File: src/rtl/msx_bus_arbiter.sv
// msx_bus_arbiter: two-master, one-target round-robin arbiter for the msx_slot
// internal bus. It owns the downstream target for one transaction at a time,
// routes read data back to the owner of the pending read, and completes reads
// that never return data with 8'hFF once a timeout expires.
module msx_bus_arbiter #(
    parameter int unsigned RD_TIMEOUT = 255
) (
    input  logic        clk,
    input  logic        reset_n,

    input  logic        m0_memreq,
    input  logic        m0_ioreq,
    input  logic        m0_write,
    input  logic [15:0] m0_address,
    input  logic [7:0]  m0_wdata,
    input  logic        m0_valid,
    output logic        m0_ready,
    output logic [7:0]  m0_rdata,
    output logic        m0_rdata_en,

    input  logic        m1_memreq,
    input  logic        m1_ioreq,
    input  logic        m1_write,
    input  logic [15:0] m1_address,
    input  logic [7:0]  m1_wdata,
    input  logic        m1_valid,
    output logic        m1_ready,
    output logic [7:0]  m1_rdata,
    output logic        m1_rdata_en,

    output logic        s_memreq,
    output logic        s_ioreq,
    output logic        s_write,
    output logic [15:0] s_address,
    output logic [7:0]  s_wdata,
    output logic        s_valid,
    input  logic        s_ready,
    input  logic [7:0]  s_rdata,
    input  logic        s_rdata_en
);

    typedef enum logic [2:0] {
        S_IDLE,
        S_GRANT0,
        S_GRANT1,
        S_WAIT_RD0,
        S_WAIT_RD1
    } state_e;

    localparam logic [7:0] TIMEOUT_LOAD = 8'(RD_TIMEOUT);

    state_e     state_q, state_d;
    logic       last_grant_q, last_grant_d;
    logic [7:0] rd_cnt_q, rd_cnt_d;
    logic [7:0] m0_rdata_q, m0_rdata_d;
    logic [7:0] m1_rdata_q, m1_rdata_d;
    logic       m0_rdata_en_q, m0_rdata_en_d;
    logic       m1_rdata_en_q, m1_rdata_en_d;

    // A pending read completes on real data, or when the counter is about to
    // reach zero; real data wins if both happen in the same clock.
    logic       rd_fire;
    logic [7:0] rd_value;
    assign rd_fire  = s_rdata_en || (rd_cnt_q <= 8'd1);
    assign rd_value = s_rdata_en ? s_rdata : 8'hFF;

    // Next-state logic: arbitration, acceptance, read completion and timeout.
    always_comb begin
        // NOTE: every signal written here gets a default first, so no path
        // through the case statement can infer a latch.
        state_d       = state_q;
        last_grant_d  = last_grant_q;
        rd_cnt_d      = rd_cnt_q;
        m0_rdata_d    = m0_rdata_q;
        m1_rdata_d    = m1_rdata_q;
        m0_rdata_en_d = 1'b0;
        m1_rdata_en_d = 1'b0;

        unique case (state_q)
            S_IDLE: begin
                // On a tie, master 0 wins only if master 1 was granted last.
                if (m0_valid && (!m1_valid || last_grant_q)) begin
                    state_d      = S_GRANT0;
                    last_grant_d = 1'b0;
                end else if (m1_valid) begin
                    state_d      = S_GRANT1;
                    last_grant_d = 1'b1;
                end
            end

            S_GRANT0: begin
                if (!m0_valid) begin
                    state_d = S_IDLE;
                end else if (s_ready) begin
                    if (m0_write) begin
                        state_d = S_IDLE;
                    end else begin
                        state_d  = S_WAIT_RD0;
                        rd_cnt_d = TIMEOUT_LOAD;
                    end
                end
            end

            S_GRANT1: begin
                if (!m1_valid) begin
                    state_d = S_IDLE;
                end else if (s_ready) begin
                    if (m1_write) begin
                        state_d = S_IDLE;
                    end else begin
                        state_d  = S_WAIT_RD1;
                        rd_cnt_d = TIMEOUT_LOAD;
                    end
                end
            end

            S_WAIT_RD0: begin
                if (rd_fire) begin
                    m0_rdata_d    = rd_value;
                    m0_rdata_en_d = 1'b1;
                    rd_cnt_d      = 8'd0;
                    state_d       = S_IDLE;
                end else begin
                    rd_cnt_d = rd_cnt_q - 8'd1;
                end
            end

            S_WAIT_RD1: begin
                if (rd_fire) begin
                    m1_rdata_d    = rd_value;
                    m1_rdata_en_d = 1'b1;
                    rd_cnt_d      = 8'd0;
                    state_d       = S_IDLE;
                end else begin
                    rd_cnt_d = rd_cnt_q - 8'd1;
                end
            end

            default: state_d = S_IDLE;
        endcase
    end

    // Downstream request mux and ready routing; everything is 0 outside GRANTx.
    always_comb begin
        s_valid   = 1'b0;
        s_memreq  = 1'b0;
        s_ioreq   = 1'b0;
        s_write   = 1'b0;
        s_address = 16'h0000;
        s_wdata   = 8'h00;
        m0_ready  = 1'b0;
        m1_ready  = 1'b0;

        case (state_q)
            S_GRANT0: begin
                s_valid   = m0_valid;
                s_memreq  = m0_memreq;
                s_ioreq   = m0_ioreq;
                s_write   = m0_write;
                s_address = m0_address;
                s_wdata   = m0_wdata;
                m0_ready  = s_ready;
            end
            S_GRANT1: begin
                s_valid   = m1_valid;
                s_memreq  = m1_memreq;
                s_ioreq   = m1_ioreq;
                s_write   = m1_write;
                s_address = m1_address;
                s_wdata   = m1_wdata;
                m1_ready  = s_ready;
            end
            default: ;
        endcase
    end

    // State, arbitration history, timeout counter and read-response registers.
    always_ff @(posedge clk or negedge reset_n) begin
        if (!reset_n) begin
            state_q       <= S_IDLE;
            last_grant_q  <= 1'b1;
            rd_cnt_q      <= 8'd0;
            m0_rdata_q    <= 8'h00;
            m1_rdata_q    <= 8'h00;
            m0_rdata_en_q <= 1'b0;
            m1_rdata_en_q <= 1'b0;
        end else begin
            // NOTE: non-blocking assignments, so every register samples the
            // values from before this edge regardless of statement order.
            state_q       <= state_d;
            last_grant_q  <= last_grant_d;
            rd_cnt_q      <= rd_cnt_d;
            m0_rdata_q    <= m0_rdata_d;
            m1_rdata_q    <= m1_rdata_d;
            m0_rdata_en_q <= m0_rdata_en_d;
            m1_rdata_en_q <= m1_rdata_en_d;
        end
    end

    assign m0_rdata    = m0_rdata_q;
    assign m1_rdata    = m1_rdata_q;
    assign m0_rdata_en = m0_rdata_en_q;
    assign m1_rdata_en = m1_rdata_en_q;

endmodule

File: config.mk
export PLATFORM = sky130hd
export DESIGN_NAME = msx_bus_arbiter
export DESIGN_NICKNAME = d
export VERILOG_FILES = /design/src/rtl/msx_bus_arbiter.sv
export SDC_FILE = /design/constraint.sdc
export NUM_CORES = 1
export LEC_CHECK = 0
export ABC_AREA = 1
export BUFFER_PORTS_ARGS = -buffer_cell sky130_fd_sc_hd__buf_4
export CORE_AREA = 2 2 69 85
export CTS_BUF_LIST = sky130_fd_sc_hd__clkbuf_4 sky130_fd_sc_hd__clkbuf_8
export CTS_CLUSTER_DIAMETER = 100
export CTS_CLUSTER_SIZE = 16
export DETAILED_ROUTE_END_ITERATION = 8
export DIE_AREA = 0 0 71 87
export PLACE_DENSITY = 0.68
export SYNTH_ARGS = -nofsm -noshare
export SYNTH_HDL_FRONTEND = slang
export SYNTH_SLANG_ARGS = --single-unit
File: constraint.sdc
create_clock -name clk -period 1.39 [get_ports clk]
set_input_delay 0.0695 -clock clk [delete_from_list [all_inputs] [get_ports clk]]
set_output_delay 0.0695 -clock clk [all_outputs]
set_load 0.005 [all_outputs]
==> implementation parameters, run 1 <==
Parameter                              Value

Placed design
  Post-place setup slack    -62.6 ps
  Global placement routability congestion    about 0.84
  I/O Buffers    115
  Dpl hpwl    about 4.7 mm

Worst setup path
  Critical path's largest stage delay    ~420 ps
  Arr. time, crit path    1540 ps
  CP cell instances    inv_2 -> nor3_4 -> buf_4 -> a32o_1 -> buf_4
  Slowest stage cell, crit path    dfrtp_1
  Worst path buffer plus inverter count    3
  Critical Path Most Common Cell    buf_4
  Launching element type of the critical path    register
  Crit path max fanout    6
  Type of the worst setup path    register to output pin
  Crit path max-delay family    flip-flops
  Required time worst endpoint    between 1000 and 1500 ps
  Worst setup EP type    output pin

Clocking
  Clock tree from TritonCTS    done
  Worst-skew pair later-pin latency    about 280 ps
  Cts bufs inserted    5
  Root buffer selected by CTS    clkbuf_8
  Clock Pin Slew Worst Setup and Hold Paths    about 60 ps
  Clock buffer depth    2
  Number of sinks handled by clock tree synthesis    30
  Deepest level of the CTS H-tree    2

Power and ir drop
  Sequential cell fraction of total power    between 20% and 30%
  Worst IR drop on VDD    1.10 mV
  Internal Power    3900 µW
  Net switching share of the total power    40.1%
  Total power consumption of the routed design    6510 µW
  Share of power burned in the clock network    a little under an eighth
  Power dissipated by switching net loads    2610 µW
  Areal power density over the cells    approximately 1800 nW/µm²
  Combinational share of power    63.8%
  Leakage dissipation    between 0.0015 and 0.002 µW

Routing
  Drc violations    0
  Total detailed-routing wirelength    approximately 7 mm
  Number of routed nets with antenna violations    0
  Number of detailed-routing iterations run before antenna repair    4
  First-iteration detailed-routing DRC count    88
  Average wire per standard cell    around 16 µm
  Vias    ~2300
  Per-cell via count in the routed design    between 5 and 6

Floorplanning
  Die footprint    around 6000 µm²
  Row count    30
  Die height    slightly below 90 µm
  Initial core utilization    a little over a third
  I/O pin count    116
  Die W    approximately 71 µm
  Std-Cell Core Area    5440 µm²

Logic synthesis
  Total nets after synthesis    301
  Area share of the largest cell type after synthesis    a little over a third
  Post-Syn Area per Cell    around 8.6 µm²
  Synth top area cells    dfrtp_1 (37%), a32o_1 (13%), nand2_1 (8.1%), o21ai_2 (7.1%), inv_1 (4.3%)
  Yosys warning count    0
  Sequential area share after synthesis    about 38%
  Post-synthesis instance total    around 230
  Yosys cell types    32
  Yosys top cell by area    dfrtp_1
  Cell Area, Synth    around 2000 µm²
  Synthesis-stage register bit count    30

Layout
  Most used cells in the layout excluding fill and tap cells    buf_4 (126), dfrtp_1 (27), o21ai_2 (23)
  Number of inserted filler cells in the final layout    about 440
  Total inserted antenna cells    0
  Layout Nets    450
  Layout overhead on the synthesized area    86.4%
  Most common cell after layout, fill and taps aside    buf_4
  Fraction of final layout cells sized beyond drive strength 1    between 60% and 70%

Timing
  Endpoints failing setup    58
  Worst clock skew    roughly 4.7 ps
  Final worst setup slack    -218 ps
  Normalized max-slew margin    about three quarters
  Setup repair after global routing missed its margin    true
  Final Hold Violating Endpoints    0
  Sum of negative setup slack    -7670 ps
  Tmin final    roughly 1600 ps
  Final slew viol count    0
  Post-route fraction of the period consumed by the critical path    116%
  Highest Clock Rate    roughly 620 MHz
  Transition time of the tightest slew-check pin    393 ps
  Tightest hold margin    between 70 and 80 ps

Hold path
  Type of the most critical hold path    input pin to register

Outcome
  Outcome    complete, but fails checks
  Violated checks    negative setup slack

Global route
  GRT Total Usage    22.9%
  Number of antenna violations at the first check in global routing    0
  Overflow left after global routing    0
  Number of global-route vias before repair    between 2000 and 2500
  Pin count of the biggest net entering global routing    31
  First-pass GRT wire length    roughly 11 mm

Run
  MaxCap Viol Count    0
## flip-flops by register name, indices dropped and copies added (netlist names)
| register | count |
|---|---|
| state_q | 3 |
| m0_rdata_en | 1 |
| rd_cnt_q | 8 |
| m0_rdata | 8 |
| last_grant_q | 1 |
| m1_rdata | 8 |
| m1_rdata_en | 1 |
## per-layer routing
| metal | GRT usage (%) | wire [µm] |
|---|---|---|
| met1 | 27.4 | 2610 |
| met2 | 38.0 | 3610 |
| met3 | 6.60 | 692 |
| met4 | 10.5 | 200 |
| met5 | 0 | 0 |
## synthesized netlist by cell type (all sizes together)
cell     n
o21bai   3
nor3     2
a21boi   2
nand3   12
nand4    2
ha       2
nor2    27
buf     13
xnor2    3
clkinv   1
nand2   50
o22ai    1
a21oi    4
o21ai   27
dfrtp   29
dfstp    1
a32o    26
xor2     2
inv     24
## final timing paths
check,cells after the start,to,slack [ps],startpoint
max,5,s_wdata[6],-220,state_q[0]
min,3,m0_rdata[2],70,s_rdata[2]
max reg2reg,9,m1_rdata[0],-100,state_q[0]
min reg2reg,2,last_grant_q,490,last_grant_q
max in group asynchronous,2,last_grant_q,810,reset_n
min in group asynchronous,2,rd_cnt_q[7],250,reset_n
## what timing repair did
action / in CTS / in global routing
hold buffers: 1 / 0
endpoints found under the hold margin: 29 / 0
setup buffers: 15 / 3
gates cloned: 4 / 2
resized for setup: 75 / 49
endpoints found under the setup margin: 56 / 59
pin swaps: 30 / 20
## final cells by class
type	instances	area [µm²]	area share, %
clock buffer	8	91.3	2.47
inverter	25	103	2.77
multi-input combinational	165	1380	37.3
sequential	30	754	20.4
tap	64	80.1	2.16
timing repair buffer	153	1290	34.9
## power groups by stage
stage / sequential (µW) / combinational, µW / clock (µW)
global placement: 1510 / 3150 / 0
detailed placement: 1500 / 3200 / 0
floorplan: 1480 / 1760 / 0
global route: 1660 / 4500 / 800
CTS: 1550 / 3840 / 750
finish: 1620 / 4160 / 736
## per-stage QoR
step | std cells | utilization, % | cell area, µm²
floorplan | 231 | - | 2010
global placement | 414 | 55.1 | 3000
detailed placement | 414 | 55.1 | 3000
CTS | 440 | 64.5 | 3510
global route | 445 | 68.0 | 3700
finish | 445 | 68.0 | 3700
## kinds of logic after synthesis
family / synth area share (%)
AO/OA/AOI/OAI: 26.3
XOR/XNOR: 2.21
adder cells (fa/ha/maj): 1.26
buffers and inverters: 9.77
flip-flops: 37.9
AND/OR/NAND/NOR: 22.6
## worst register-to-register path: cells and delay by family, from the launching register on
family                 cells  cell delay (ps)
AO/OA/AOI/OAI              1               40
buffers and inverters      4              530
flip-flops                 1              420
AND/OR/NAND/NOR            4              370
Power figures use the tool's default switching activity.
==> run 2, diff against run 1 <==
--- a/config.mk
+++ b/config.mk
@@ -7,13 +7,15 @@
 export LEC_CHECK = 0
 export ABC_AREA = 1
 export BUFFER_PORTS_ARGS = -buffer_cell sky130_fd_sc_hd__buf_4
-export CORE_AREA = 2 2 69 85
+export CELL_PAD_IN_SITES_DETAIL_PLACEMENT = 1
+export CELL_PAD_IN_SITES_GLOBAL_PLACEMENT = 2
+export CORE_AREA = 2 2 90 110
 export CTS_BUF_LIST = sky130_fd_sc_hd__clkbuf_4 sky130_fd_sc_hd__clkbuf_8
 export CTS_CLUSTER_DIAMETER = 100
 export CTS_CLUSTER_SIZE = 16
 export DETAILED_ROUTE_END_ITERATION = 8
-export DIE_AREA = 0 0 71 87
-export PLACE_DENSITY = 0.68
+export DIE_AREA = 0 0 92 112
+export PLACE_DENSITY = 0.74
 export SYNTH_ARGS = -nofsm -noshare
 export SYNTH_HDL_FRONTEND = slang
 export SYNTH_SLANG_ARGS = --single-unit
==> run 2 against run 1 <==
The run still ends with negative setup slack left. Via count shrank 0.51%. Worst setup slack gained 22 ps. Clock power grew 6.0%. Sequential power hardly changed. Register-to-register slack worse by 50 ps. Non-clock buffer count is the same. First-iteration DRC count fell by 57%. Critical path type unchanged. Largest cell class unchanged. Largest power group unchanged.
==> implementation parameters, run 2 (synthesis gave the netlist of run 1 again) <==
Parameter                              Value

Outcome
  Outcome    complete, but fails checks
  Violated checks    negative setup slack

Routing
  Highest routed metal layer    met4
  Routed met2 length    4.09 mm (+13%)
  First-iteration detailed-routing DRC count    38 (-57%)
  Vias    2321 (-0.51%)
  Number of routed nets with antenna violations    0 (unchanged)
  Per-cell via count in the routed design    4.59 (-13%)
  Drc violations    0 (unchanged)
  Total detailed-routing wirelength    7.69 mm (+8.1%)
  Number of detailed-routing iterations run before antenna repair    4 (unchanged)
  Average wire per standard cell    15.2 µm (-4.9%)
  Wire length on met3    654 µm (-5.5%)
  Wire length on met1    2.82 mm (+8.1%)

Worst setup path
  Slowest stage cell, crit path    dfrtp_2
  Worst path buffer plus inverter count    3 (unchanged)
  Crit path max fanout    26 (+20)
  Required time worst endpoint    1320 ps (about the same)
  Depth of the most critical reg-to-reg path    9 (unchanged)
  Worst reg2reg setup slack    -150 ps (-50 ps)
  Crit path max-delay family    flip-flops
  CP cell instances    buf_4 -> nor2_4 -> buf_12 -> a32o_2 -> buf_4
  RR Endpoint    rd_cnt_q[0]
  Worst setup EP type    output pin
  Type of the worst setup path    register to output pin
  Arr. time, crit path    1520 ps (-20 ps)
  Critical Path Most Common Cell    buf_4
  Critical path's largest stage delay    450 ps (+30 ps)
  Launching element type of the critical path    register
  Worst flop-to-flop path startpoint    state_q[1]

Floorplanning
  Std-Cell Core Area    9270 µm² (+70%)
  I/O pin count    116 (unchanged)
  Die footprint    10300 µm² (+67%)
  Initial core utilization    21.4% (-15 points)
  Die height    112 µm (+29%)
  Row count    39 (+30%)
  Die W    92 µm (+30%)

Layout
  Layout Nets    452 (+0.44%)
  Most common cell after layout, fill and taps aside    buf_4
  Total inserted antenna cells    0 (unchanged)
  Layout overhead on the synthesized area    92.3%
  Number of inserted filler cells in the final layout    1078 (+150%)
  Footprint of the multi-input gates    1420 µm² (+2.9%)
  Most used cells in the layout excluding fill and tap cells    buf_4 (136), dfrtp_1 (26), a32o_1 (24)
  Post-route core utilization    41.2% (-27 points)
  Fraction of final layout cells sized beyond drive strength 1    67.4% (-0.88 points)
  Design area    3820 µm² (+3.2%)
  Register Area    756 µm² (+0.17%)

Clocking
  Clock tree from TritonCTS    done
  Deepest level of the CTS H-tree    2 (unchanged)
  Worst-skew pair later-pin latency    280 ps (about the same)
  Clock buffer depth    2 (unchanged)
  Number of sinks handled by clock tree synthesis    30 (unchanged)
  Root buffer selected by CTS    clkbuf_8
  Cts bufs inserted    5 (unchanged)
  Clock Pin Slew Worst Setup and Hold Paths    60 ps (about the same)

Timing
  Worst clock skew    5.17 ps (+0.473 ps)
  Tmin final    1590 ps (-22.0 ps)
  Transition time of the tightest slew-check pin    407 ps (+14.1 ps)
  Normalized max-slew margin    72.9% (-0.94 points)
  Final worst setup slack    -196 ps (+22.0 ps)
  Highest Clock Rate    630 MHz (+1.4%)
  Endpoints failing setup    57 (-1.7%)
  Tightest hold margin    67.5 ps (-2.75 ps)
  Final slew viol count    0 (unchanged)
  Final Hold Violating Endpoints    0 (unchanged)
  Setup repair after global routing missed its margin    true
  Post-route fraction of the period consumed by the critical path    114% (-1.6 points)

Placed design
  Dpl hpwl    5.47 mm (+17%)
  I/O Buffers    115 (unchanged)
  Global placement routability congestion    0.720 (-15%)
  Post-detailed-placement cell area    3150 µm² (+5.0%)

Global route
  Overflow left after global routing    0 (unchanged)
  GRT Total Usage    14.1% (-8.8 points)
  First-pass GRT wire length    11.8 mm (+6.6%)
  Number of antenna violations at the first check in global routing    0 (unchanged)
  Number of global-route vias before repair    2415 (+8.2%)
  Pin count of the biggest net entering global routing    31 (unchanged)

Hold path
  Number of instances on the worst hold path    3 (unchanged)
  Type of the most critical hold path    input pin to register
  Launch point of the worst hold path    m1_valid
  Endpoint of the worst hold-timing path    last_grant_q

Power and ir drop
  Leakage dissipation    0.00178 µW (-1.4%)
  Combinational share of power    64.1% (+0.3 points)
  Sequential cell fraction of total power    24.1% (-0.8 points)
  Power dissipated by switching net loads    2660 µW (+1.8%)
  Share of power burned in the clock network    11.8% (+0.5 points)
  Areal power density over the cells    1730 nW/µm² (-1.3%)
  Internal Power    3970 µW (+1.8%)
  Total power consumption of the routed design    6630 µW (+1.8%)
  Net switching share of the total power    40.2% (about the same)
  Worst IR drop on VDD    0.857 mV (-22%)

Run
  MaxCap Viol Count    0 (unchanged)
## run 2: changes by cell type in the layout (fill, tap and decap cells not counted), sizes merged
cell	previous run	this run
clkinv	1	2
inv	23	22
nand2	52	54
## run 2: final cells by class
type                    instances  share of cell area (%)
well taps                     123                    4.03
repair buffers                153                    33.3
inverters                      25                    3.08
multi-input cells             167                    37.2
flip-flops and latches         30                    19.8
clock buffers                   8                    2.56
## run 2: worst reg2reg max path: stages (launching register included)
cell and delay (ps):
dfrtp_2 440, buf_6 140, buf_6 110, nor2_4 200
nand2_4 120, nand2_4 110, buf_12 150, o21ai_2 60
nand2_1 60, inv_1 40
## run 2: worst max-delay path by stage
| stage | start | to | slack [ps] | depth (start not counted) |
|---|---|---|---|---|
| 2_1_floorplan | rd_cnt_q[0] | m0_rdata[3] | -10 | 10 |
| 3_3_place_gp | state_q[0] | rd_cnt_q[0] | -70 | 7 |
| 3_5_place_dp | rd_cnt_q[1] | m0_rdata[0] | -90 | 9 |
| 4_1_cts | state_q[0] | s_address[1] | -200 | 6 |
| 5_1_grt | state_q[0] | s_address[7] | -270 | 5 |
| 6_report | state_q[0] | s_address[1] | -200 | 5 |
## run 2: metal layers
| layer | up-vias | track usage, % |
|---|---|---|
| li1 | 1109 | - |
| met1 | 1083 | 14.7 |
| met2 | 120 | 27.1 |
| met3 | 9 | 3.65 |
| met4 | 0 | 4.68 |
| met5 | - | 0 |
## run 2: through the flow
step,cells,setup slack [ps],setup TNS [ps]
4_1_cts,500,-202,-5740
6_report,506,-196,-7280
3_5_place_dp,480,-92.0,-1660
5_1_grt,506,-271,-11370
3_3_place_gp,480,-65.6,-504
2_1_floorplan,231,-14.6,-29.2
## run 2: timing repair
| item | in CTS | in global routing |
|---|---|---|
| hold buffers | 1 | 0 |
| setup endpoints to repair | 57 | 60 |
| gates resized for setup | 55 | 55 |
| hold endpoints to repair | 29 | 0 |
| pin swaps | 14 | 22 |
| gates cloned | 3 | 1 |
| setup buffers | 8 | 6 |
## run 2: power by group through the flow
stage | Clock (µW) | Combinational, µW | Sequential [µW]
6_report | 780 | 4250 | 1600
5_1_grt | 846 | 4620 | 1640
4_1_cts | 804 | 3870 | 1540
3_5_place_dp | 0 | 3400 | 1520
3_3_place_gp | 0 | 3350 | 1530
2_1_floorplan | 0 | 1760 | 1480
